$ cat src/rtl/pmod_cls_text_writer_gen_if.sv
// pmod_generic_spi_solo_intf: handshake between a byte-stream driver and the generic SPI solo master
interface pmod_generic_spi_solo_intf;
  logic [7:0] tx_data;
  logic       tx_enqueue;
  logic [7:0] tx_len;
  logic [7:0] rx_len;
  logic [7:0] wait_cyc;
  logic       rx_dequeue;
  logic       go_stand;
  logic       tx_ready;
  logic       spi_idle;
  modport spi_sysdrv (
    output tx_data, tx_enqueue, tx_len, rx_len, wait_cyc, rx_dequeue, go_stand,
    input  tx_ready, spi_idle
  );
  modport spi_solo (
    input  tx_data, tx_enqueue, tx_len, rx_len, wait_cyc, rx_dequeue, go_stand,
    output tx_ready, spi_idle
  );
endinterface

$ cat src/rtl/pmod_cls_text_writer_gen.sv
// pmod_cls_text_writer_gen: CLS-protocol text writer (clear / positioned write) over a generic SPI solo master
module pmod_cls_text_writer_gen #(
  parameter bit parm_fast_simulation = 1'b0,
  parameter int FCLK = 20000000,
  parameter int FCLK_ce = 2500000,
  parameter int PARM_LINES = 2,
  parameter int PARM_COLS = 16,
  parameter int PARM_BOOT_MS = 800,
  parameter int PARM_CLEAR_GUARD_US = 1000
) (
  input  logic                   i_ext_spi_clk_x,
  input  logic                   i_srst,
  input  logic                   i_spi_ce_4x,
  pmod_generic_spi_solo_intf.spi_sysdrv sdrv,
  output logic                   o_command_ready,
  output logic                   o_busy,
  output logic                   o_err_cmd,
  input  logic                   i_cmd_valid,
  input  logic [1:0]             i_cmd_op,
  input  logic [1:0]             i_cmd_row,
  input  logic [5:0]             i_cmd_col,
  input  logic [5:0]             i_cmd_len,
  input  logic [PARM_COLS*8-1:0] i_dat_text
);
  localparam int BOOT_N = FCLK_ce / 1000 * (parm_fast_simulation ? 2 : PARM_BOOT_MS);
  localparam int GUARD_N = FCLK_ce / 1000 * (parm_fast_simulation ? 10 : PARM_CLEAR_GUARD_US) / 1000;
  localparam int TW = $clog2(BOOT_N > GUARD_N ? BOOT_N : GUARD_N);
  localparam int TXW = PARM_COLS * 8;
  localparam logic [2:0] LINES3 = 3'(PARM_LINES);
  localparam logic [6:0] COLS7 = 7'(PARM_COLS);
  if (FCLK_ce > FCLK || PARM_LINES < 1 || PARM_LINES > 4 || PARM_COLS < 8 || PARM_COLS > 40) begin : g_bad_params
    $error("pmod_cls_text_writer_gen: parameter out of range");
  end
  typedef enum logic [3:0] {
    S_BOOT, S_IDLE, S_LOAD_CLEAR, S_LOAD_WRITE, S_CMD_RUN, S_CMD_WAIT, S_DAT_RUN, S_DAT_WAIT, S_GUARD
  } state_t;
  state_t state_q, state_d;
  logic [TW-1:0] timer_q, timer_d;
  logic [1:0] row_q, row_d;
  logic [5:0] col_q, col_d, len_q, len_d;
  logic [TXW-1:0] text_q, text_d;
  logic [55:0] cmd_q, cmd_d;
  logic [6:0] cmd_len_q, cmd_len_d, eff_len_q, eff_len_d, idx_q, idx_d;
  logic clr_q, clr_d;
  logic [7:0] tens, ones;
  logic [6:0] room, eff;
  assign tens = col_q >= 6'd30 ? 8'h33 : col_q >= 6'd20 ? 8'h32 : col_q >= 6'd10 ? 8'h31 : 8'h30;
  assign ones = 8'h30 + {2'b0, col_q - (col_q >= 6'd30 ? 6'd30 : col_q >= 6'd20 ? 6'd20 : col_q >= 6'd10 ? 6'd10 : 6'd0)};
  assign room = COLS7 - {1'b0, col_q};
  assign eff = {1'b0, len_q} > room ? room : {1'b0, len_q};
  // next-state, command/text sequencing and handshake outputs
  always_comb begin
    state_d = state_q;
    row_d = row_q;
    col_d = col_q;
    len_d = len_q;
    text_d = text_q;
    cmd_d = cmd_q;
    cmd_len_d = cmd_len_q;
    eff_len_d = eff_len_q;
    idx_d = idx_q;
    clr_d = clr_q;
    o_command_ready = 1'b0;
    o_busy = 1'b1;
    o_err_cmd = 1'b0;
    sdrv.tx_data = '0;
    sdrv.tx_enqueue = 1'b0;
    sdrv.tx_len = '0;
    sdrv.rx_len = '0;
    sdrv.wait_cyc = '0;
    sdrv.rx_dequeue = 1'b0;
    sdrv.go_stand = 1'b0;
    case (state_q)
      S_BOOT: if (timer_q == TW'(BOOT_N - 1)) state_d = S_IDLE;
      S_IDLE: begin
        o_command_ready = 1'b1;
        o_busy = 1'b0;
        if (i_cmd_valid) begin
          row_d = i_cmd_row;
          col_d = i_cmd_col;
          len_d = i_cmd_len;
          text_d = i_dat_text;
          if (i_cmd_op == 2'b00) state_d = S_LOAD_CLEAR;
          else if (i_cmd_op == 2'b01 && {1'b0, i_cmd_row} < LINES3 && {1'b0, i_cmd_col} < COLS7) state_d = S_LOAD_WRITE;
          else o_err_cmd = i_spi_ce_4x;
        end
      end
      S_LOAD_CLEAR: begin
        cmd_d = {32'h1B5B306A, 24'h0};
        cmd_len_d = 7'd4;
        eff_len_d = '0;
        idx_d = '0;
        clr_d = 1'b1;
        state_d = S_CMD_RUN;
      end
      S_LOAD_WRITE: begin
        cmd_d = {16'h1B5B, 8'h30 + {6'b0, row_q}, 8'h3B, tens, ones, 8'h48};
        cmd_len_d = 7'd7;
        eff_len_d = eff;
        idx_d = '0;
        clr_d = 1'b0;
        state_d = S_CMD_RUN;
      end
      S_CMD_RUN: begin
        sdrv.tx_len = {1'b0, cmd_len_q};
        sdrv.tx_data = cmd_q[55:48];
        if (sdrv.tx_ready) begin
          sdrv.tx_enqueue = i_spi_ce_4x;
          cmd_d = cmd_q << 8;
          idx_d = idx_q + 7'd1;
          if (idx_q + 7'd1 == cmd_len_q) begin
            sdrv.go_stand = i_spi_ce_4x;
            idx_d = '0;
            state_d = S_CMD_WAIT;
          end
        end
      end
      S_CMD_WAIT: if (sdrv.spi_idle) state_d = eff_len_q != '0 ? S_DAT_RUN : clr_q ? S_GUARD : S_IDLE;
      S_DAT_RUN: begin
        sdrv.tx_len = {1'b0, eff_len_q};
        sdrv.tx_data = text_q[TXW-1 -: 8];
        if (sdrv.tx_ready) begin
          sdrv.tx_enqueue = i_spi_ce_4x;
          text_d = text_q << 8;
          idx_d = idx_q + 7'd1;
          if (idx_q + 7'd1 == eff_len_q) begin
            sdrv.go_stand = i_spi_ce_4x;
            idx_d = '0;
            state_d = S_DAT_WAIT;
          end
        end
      end
      S_DAT_WAIT: if (sdrv.spi_idle) state_d = S_IDLE;
      S_GUARD: if (timer_q == TW'(GUARD_N - 1)) state_d = S_IDLE;
      default: state_d = S_BOOT;
    endcase
  end
  assign timer_d = state_d != state_q ? '0 : timer_q + 1'b1;
  // all state advances only on enabled cycles
  always_ff @(posedge i_ext_spi_clk_x or posedge i_srst)
    if (i_srst) begin
      state_q <= S_BOOT;
      timer_q <= '0;
      row_q <= '0;
      col_q <= '0;
      len_q <= '0;
      text_q <= '0;
      cmd_q <= '0;
      cmd_len_q <= '0;
      eff_len_q <= '0;
      idx_q <= '0;
      clr_q <= 1'b0;
    end else if (i_spi_ce_4x) begin
      state_q <= state_d;
      timer_q <= timer_d;
      row_q <= row_d;
      col_q <= col_d;
      len_q <= len_d;
      text_q <= text_d;
      cmd_q <= cmd_d;
      cmd_len_q <= cmd_len_d;
      eff_len_q <= eff_len_d;
      idx_q <= idx_d;
      clr_q <= clr_d;
    end
endmodule

$ cat src/flat_wrapper.sv
// flat-port wrapper written by rule: the top's interface ports become plain ports
module pmod_cls_text_writer_gen_flat 
#(
  parameter bit parm_fast_simulation = 1'b0,
  parameter int FCLK = 20000000,
  parameter int FCLK_ce = 2500000,
  parameter int PARM_LINES = 2,
  parameter int PARM_COLS = 16,
  parameter int PARM_BOOT_MS = 800,
  parameter int PARM_CLEAR_GUARD_US = 1000
)
  (i_ext_spi_clk_x, i_srst, i_spi_ce_4x, o_command_ready, o_busy, o_err_cmd, i_cmd_valid, i_cmd_op, i_cmd_row, i_cmd_col, i_cmd_len, i_dat_text, sdrv_tx_data, sdrv_tx_enqueue, sdrv_tx_len, sdrv_rx_len, sdrv_wait_cyc, sdrv_rx_dequeue, sdrv_go_stand, sdrv_tx_ready, sdrv_spi_idle);
  pmod_generic_spi_solo_intf sdrv_i ();
  input  logic i_ext_spi_clk_x;
  input  logic i_srst;
  input  logic i_spi_ce_4x;
  output logic o_command_ready;
  output logic o_busy;
  output logic o_err_cmd;
  input  logic i_cmd_valid;
  input  logic [1:0] i_cmd_op;
  input  logic [1:0] i_cmd_row;
  input  logic [5:0] i_cmd_col;
  input  logic [5:0] i_cmd_len;
  input  logic [PARM_COLS*8-1:0] i_dat_text;
  output wire logic [$bits(sdrv_i.tx_data)-1:0] sdrv_tx_data;
  output wire logic [$bits(sdrv_i.tx_enqueue)-1:0] sdrv_tx_enqueue;
  output wire logic [$bits(sdrv_i.tx_len)-1:0] sdrv_tx_len;
  output wire logic [$bits(sdrv_i.rx_len)-1:0] sdrv_rx_len;
  output wire logic [$bits(sdrv_i.wait_cyc)-1:0] sdrv_wait_cyc;
  output wire logic [$bits(sdrv_i.rx_dequeue)-1:0] sdrv_rx_dequeue;
  output wire logic [$bits(sdrv_i.go_stand)-1:0] sdrv_go_stand;
  input wire logic [$bits(sdrv_i.tx_ready)-1:0] sdrv_tx_ready;
  input wire logic [$bits(sdrv_i.spi_idle)-1:0] sdrv_spi_idle;
  assign sdrv_tx_data = sdrv_i.tx_data;
  assign sdrv_tx_enqueue = sdrv_i.tx_enqueue;
  assign sdrv_tx_len = sdrv_i.tx_len;
  assign sdrv_rx_len = sdrv_i.rx_len;
  assign sdrv_wait_cyc = sdrv_i.wait_cyc;
  assign sdrv_rx_dequeue = sdrv_i.rx_dequeue;
  assign sdrv_go_stand = sdrv_i.go_stand;
  assign sdrv_i.tx_ready = sdrv_tx_ready;
  assign sdrv_i.spi_idle = sdrv_spi_idle;
  pmod_cls_text_writer_gen #(.parm_fast_simulation(parm_fast_simulation), .FCLK(FCLK), .FCLK_ce(FCLK_ce), .PARM_LINES(PARM_LINES), .PARM_COLS(PARM_COLS), .PARM_BOOT_MS(PARM_BOOT_MS), .PARM_CLEAR_GUARD_US(PARM_CLEAR_GUARD_US)) u_core (.i_ext_spi_clk_x(i_ext_spi_clk_x), .i_srst(i_srst), .i_spi_ce_4x(i_spi_ce_4x), .sdrv(sdrv_i), .o_command_ready(o_command_ready), .o_busy(o_busy), .o_err_cmd(o_err_cmd), .i_cmd_valid(i_cmd_valid), .i_cmd_op(i_cmd_op), .i_cmd_row(i_cmd_row), .i_cmd_col(i_cmd_col), .i_cmd_len(i_cmd_len), .i_dat_text(i_dat_text));
endmodule
$ cat config.mk
export PLATFORM = sky130hd
export DESIGN_NAME = pmod_cls_text_writer_gen_flat
export DESIGN_NICKNAME = d
export VERILOG_FILES = /design/src/rtl/pmod_cls_text_writer_gen_if.sv /design/src/rtl/pmod_cls_text_writer_gen.sv /design/src/flat_wrapper.sv
export SDC_FILE = /design/constraint.sdc
export NUM_CORES = 1
export LEC_CHECK = 0
export CORE_MARGIN = 3
export CORE_UTILIZATION = 35
export CTS_BUF_LIST = sky130_fd_sc_hd__clkbuf_16
export DETAILED_ROUTE_END_ITERATION = 7
export GPL_TIMING_DRIVEN = 0
export MAX_ROUTING_LAYER = met4
export SYNTH_ARGS = -nofsm -noshare
export SYNTH_HDL_FRONTEND = slang
export SYNTH_SLANG_ARGS = --single-unit
$ cat constraint.sdc
create_clock -name i_ext_spi_clk_x -period 17.7 [get_ports i_ext_spi_clk_x]
set_input_delay 2.655 -clock i_ext_spi_clk_x [delete_from_list [all_inputs] [get_ports i_ext_spi_clk_x]]
set_output_delay 2.655 -clock i_ext_spi_clk_x [all_outputs]
set_load 0.005 [all_outputs]
# Word level (Yosys, flattened, before mapping)
# Index checks and enable logic that the tools add are counted.
[op_classes]
add_sub_neg = 6
n_mux = 50
n_reduce_logical = 16
n_lt_le_gt_ge = 6
eq_ne = 17
[op_table]
columns = ["operator", "n"]
rows = [
  ["2-to-1 mux 128 bit", 2],
  ["one-hot mux 128 bit (2 select lines)", 1],
  ["one-hot mux 56 bit (3 select lines)", 1],
  ["2-to-1 mux 4 bit", 14],
  ["2-to-1 mux 56 bit", 1],
  ["one-hot mux 7 bit (2 select lines)", 3],
  ["2-to-1 mux 7 bit", 5],
  ["one-hot mux 4 bit (8 select lines)", 1],
  ["adder 21 x 1 -> 21 bit (second input constant)", 1],
  ["== test 21 x 12 -> 1 bit (second input constant)", 1],
  ["== test 21 bit (second input constant)", 1],
  ["2-to-1 mux 21 bit", 1],
  ["one-hot mux 7 bit (3 select lines)", 1],
  ["== test 4 x 3 -> 1 bit (second input constant)", 4],
  ["2-to-1 mux 8 bit", 2],
  ["one-hot mux 8 bit (2 select lines)", 1],
  ["== test 7 bit", 2],
  ["2-to-1 mux 1 bit", 13],
  [">= comparator 6 x 5 -> 1 bit (second input constant)", 2],
  ["2-to-1 mux 6 bit", 2],
  ["== test 4 x 2 -> 1 bit (second input constant)", 2],
  ["AND reduction 4 bit", 2],
  ["adder 6 x 2 -> 7 bit (first input constant)", 1],
  ["adder 6 x 6 -> 7 bit (first input constant)", 1],
  ["other kinds (22)", 30],
]
[totals]
register_bits = 245
input_bits = 150

# Depth between registers and ports, before layout
[logic_depth]
word_depth = 9
ltp_mapped = 13

# Least setup slack after synthesis
# Ideal clock, no wire load.
[synth_timing]
kind = "input to output"
startpoint = "in i_spi_ce_4x"
endpoint = "out o_err_cmd"
slack_ns = 11.589
required_ns = 15.045
t_arrival_ns = 3.456
stages = 4
cell_sequence = "clkbuf_1 > nand2_1 > clkbuf_1 > nor2_1"
[synth_between]
elab_chain_cells = 4
[synth_lines]
columns = ["item", "line_no", "source"]
rows = [
  ["start, declared", "flat_wrapper.sv:16", "input logic i_spi_ce_4x;"],
  ["2-to-1 mux 1 bit", "pmod_cls_text_writer_gen.sv:84", "else if (i_cmd_op == 2'b01 && {1'b0, i_cmd_row} < LINES3 && {1'b0, i_cmd_col} < COLS7) state_d = S_LOAD_WRITE;"],
  ["2-to-1 mux 1 bit", "pmod_cls_text_writer_gen.sv:83", "if (i_cmd_op == 2'b00) state_d = S_LOAD_CLEAR;"],
  ["2-to-1 mux 1 bit", "pmod_cls_text_writer_gen.sv:78", "if (i_cmd_valid) begin"],
  ["2-to-1 mux 1 bit", "pmod_cls_text_writer_gen.sv:73", "case (state_q)"],
  ["end, declared", "flat_wrapper.sv:19", "output logic o_err_cmd;"],
]
# Every way passes these cells.

# Worst setup path in the final report
[layout_timing]
startpoint = "in i_cmd_valid"
endpoint = "out o_err_cmd"
[layout_between]
elab_chain_cells = 2
[layout_lines]
columns = ["item", "line_no", "source"]
rows = [
  ["start, declared", "flat_wrapper.sv:20", "input logic i_cmd_valid;"],
  ["2-to-1 mux 1 bit", "pmod_cls_text_writer_gen.sv:78", ""],
  ["2-to-1 mux 1 bit", "pmod_cls_text_writer_gen.sv:73", ""],
]
# Every way passes these cells.

==> metrics.md <==
| Metric | Value |
|---|---|
| Status | complete, no violations |
| Setup ws final | 10.39 ns |
| Fin nets | between 1500 and 2000 |
| WP data arrival | 4.66 ns |
| Iteration count of the initial detailed-routing pass | 5 |
| CORE AREA | between 30000 and 40000 µm² |
| Die Span X | 186 µm |
| IO Count | 188 |
| Post-synthesis cell type count | 65 |
| Drt drc | 0 |
| Final GP Congestion | 0.859 |
| Worst rel slew slack | 33.6% |
| Prevailing post-synth register cell | dfrtp_1 |
| TritonCTS clock tree | done |
| Post-route ant nets | 0 |
| Finished Cell Area | 14500 µm² |
| Synth area leader | dfrtp_1 |
| Top cell type's share of synthesized area | 50.0% |
| Tmin final | 7.31 ns |
| Final hold viol count | 0 |
| Pwr dens | around 130 nW/µm² |
| Synthesis-to-layout area growth | 27.6% |
| CTS max path bufs | 3 |
| Placed Area | ~14000 µm² |
| Clk slew on worst S/H paths | 0.06 ns |
| Vias per Instance | 5.02 |
| Fmax | 137 MHz |
| Rows | 65 |
| Largest net degree at the start of global routing | 123 |
| Critical Path Sink Type | output pin |
| CP startpoint kind | input port |
| CTS resizes | 0 |
| Final HPWL DP | 22600 µm |
| Clk root buf | clkbuf_16 |
| CP Class | in -> out |
| Post-synthesis register bit count | 227 |
| Final setup fails | 0 |
| Skew-Pair Late Insertion Delay | roughly 0.55 ns |
| Vias in the first global route | 9088 |
| Syn Std Cell Area | 11400 µm² |
| Leak | between 6 and 7 nW |
| Detailed Route Iter0 Violations | 565 |
| Detailed Route WL | 31100 µm |
| First-pass GRT wire length | ~49000 µm |
| Setup bufs post-CTS | 0 |
| Most common cell after layout, fill and taps aside | dfrtp_1 |
| Initial antenna violation count | 2 |
| Total GRT Usage | between 10% and 20% |
| Die height | 186 µm |
| Critical Path RT | 15.05 ns |
| CTS sink count | 227 |
| Dominant cells by area after synthesis | dfrtp_1 50%, mux2i_1 11%, o21ai_0 6.8%, nand2_1 6.5%, a22o_1 1.8% |
| RSZ-0062 raised after global routing | no |
| Fillers | 3032 |
| CP max FO | 10 |
| Fin crit share | between 40% and 50% |
| Clk_skew | about 0.02 ns |
| Num CTS Buffers | 26 |
| Synth async-reset ratio | 100% |
| Starting density of the core | 35.7% |
| EDFF count, synth | 0 |
| Setup TNS | 0 ns |
| Count of pins over their slew limit | 0 |
| Place WS | 10.37 ns |
| Min-Delay Path Class | reg -> reg |
| Mapped Cells | 1145 |
| Final hold slack | 0.470 ns |
| Hold-fix buffers, CTS | 0 |
| Max_cap viols | 0 |
| Wire per inst | approximately 17 µm |
| Mean Syn Cell Area | 9.92 µm² |
| Reg2reg setup slack | between 10 and 15 ns |
| CTS H-tree depth | 1 |
| Die Area | 34600 µm² |
| Grt ovf | 0 |
| Overall via count from detail_route | 9105 |
| Most frequent cells in the layout | 227 x dfrtp_1, 196 x nand2_1, 168 x clkdlybuf4s50_1, 154 x o21ai_0, 129 x mux2i_1 |
| Slew @ Worst Pin | roughly 1 ns |
| Port-buffer cells | 168 |
| Worst vdd ir | 0.0000752 V |
| Synth Warn # | 0 |
| Seq/Total Area, Yosys | about 50% |
| Layout cells sized above 1 | between 6 and 7% |
| Tot Pwr | ~1.9 mW |
==> synthesized netlist by cell type, types with 16 or more instances <==
master and count:
a21oi_1 26, a22o_1 23, buf_4 19, clkbuf_1 53, dfrtp_1 227, inv_1 31
mux2i_1 129, nand2_1 196, nand3_1 18, nor2_1 29, nor3_1 16, o21ai_0 154
xnor2_1 17
==> report_power, final <==
part / switching [mW] / total (mW) / leakage (nW) / internal (mW)
combinational: 0.286 / 0.546 / 3.39 / 0.260
clock: 0.219 / 0.514 / 0.419 / 0.295
sequential: 0.123 / 0.837 / 2.91 / 0.713
==> routing by layer <==
| metal | vias up | GRT usage [%] | share of wire [%] |
|---|---|---|---|
| met5 | - | - | 0 |
| met2 | 201 | 29.2 | 46 |
| met4 | 0 | 4.47 | 2.0 |
| met3 | 39 | 2.59 | 4.7 |
| li1 | 4429 | - | - |
| met1 | 4436 | 25.1 | 47 |
==> path summary, 6_finish.rpt <==
check,from,endpoint,cells past startpoint
setup reg to reg,u_core.col_q[2],u_core.eff_len_q[4],9
min in group asynchronous,i_srst,u_core.text_q[86],2
hold reg to reg,u_core.cmd_q[12],u_core.cmd_q[12],2
hold / removal,u_core.cmd_q[12],u_core.cmd_q[12],2
setup / recovery,i_cmd_valid,o_err_cmd,6
max in group asynchronous,i_srst,u_core.cmd_q[44],3
==> cells by family (layout without fill, tap and decap cells) <==
kind of cell	after synthesis	in the layout	share of synthesized area [%]
multiplexers	143	143	12.8
AND/OR/NAND/NOR	334	334	13.5
adder cells (fa/ha/maj)	15	15	1.72
flip-flops	227	227	50.0
AO/OA/AOI/OAI	272	272	14.7
XOR/XNOR	29	29	2.24
buffers and inverters	124	339	4.99
other	1	20	0.0330
==> worst max-delay path, cell delays in order <==
cell and delay [ns]:
clkdlybuf4s50_1 0.47, and3_1 0.21, nand2_1 0.24, clkbuf_1 0.51, nor2_1 0.10, clkdlybuf4s50_1 0.47
==> per-stage QoR <==
| step | util (%) | cells |
|---|---|---|
| 2_1_floorplan | - | 1162 |
| 3_3_place_gp | 42.9 | 1765 |
| 3_5_place_dp | 43.0 | 1766 |
| 4_1_cts | 45.6 | 1812 |
| 5_1_grt | 45.6 | 1814 |
| 6_report | 45.6 | 1814 |
==> cell type report <==
type	instances	area (µm²)	area share [%]
inverter	31	124	0.854
timing repair buffer	169	1710	11.8
sequential	227	5680	39.2
clock buffer	26	651	4.49
antenna	2	5.00	0.0345
clock inverter	20	159	1.10
multi-input combinational	811	5170	35.7
buffer	93	450	3.11
tap	435	544	3.75
==> sequential cells by signal, summed over array words and instances, names as in the netlist <==
name	count
u_core.timer_q	21
u_core.cmd_len_q	2
u_core.cmd_q	43
u_core.eff_len_q	7
u_core.state_q	4
u_core.row_q	2
u_core.len_q	6
u_core.clr_q	1
u_core.col_q	6
u_core.idx_q	7
u_core.text_q	128
No activity file was read; power rests on OpenSTA's default activity.
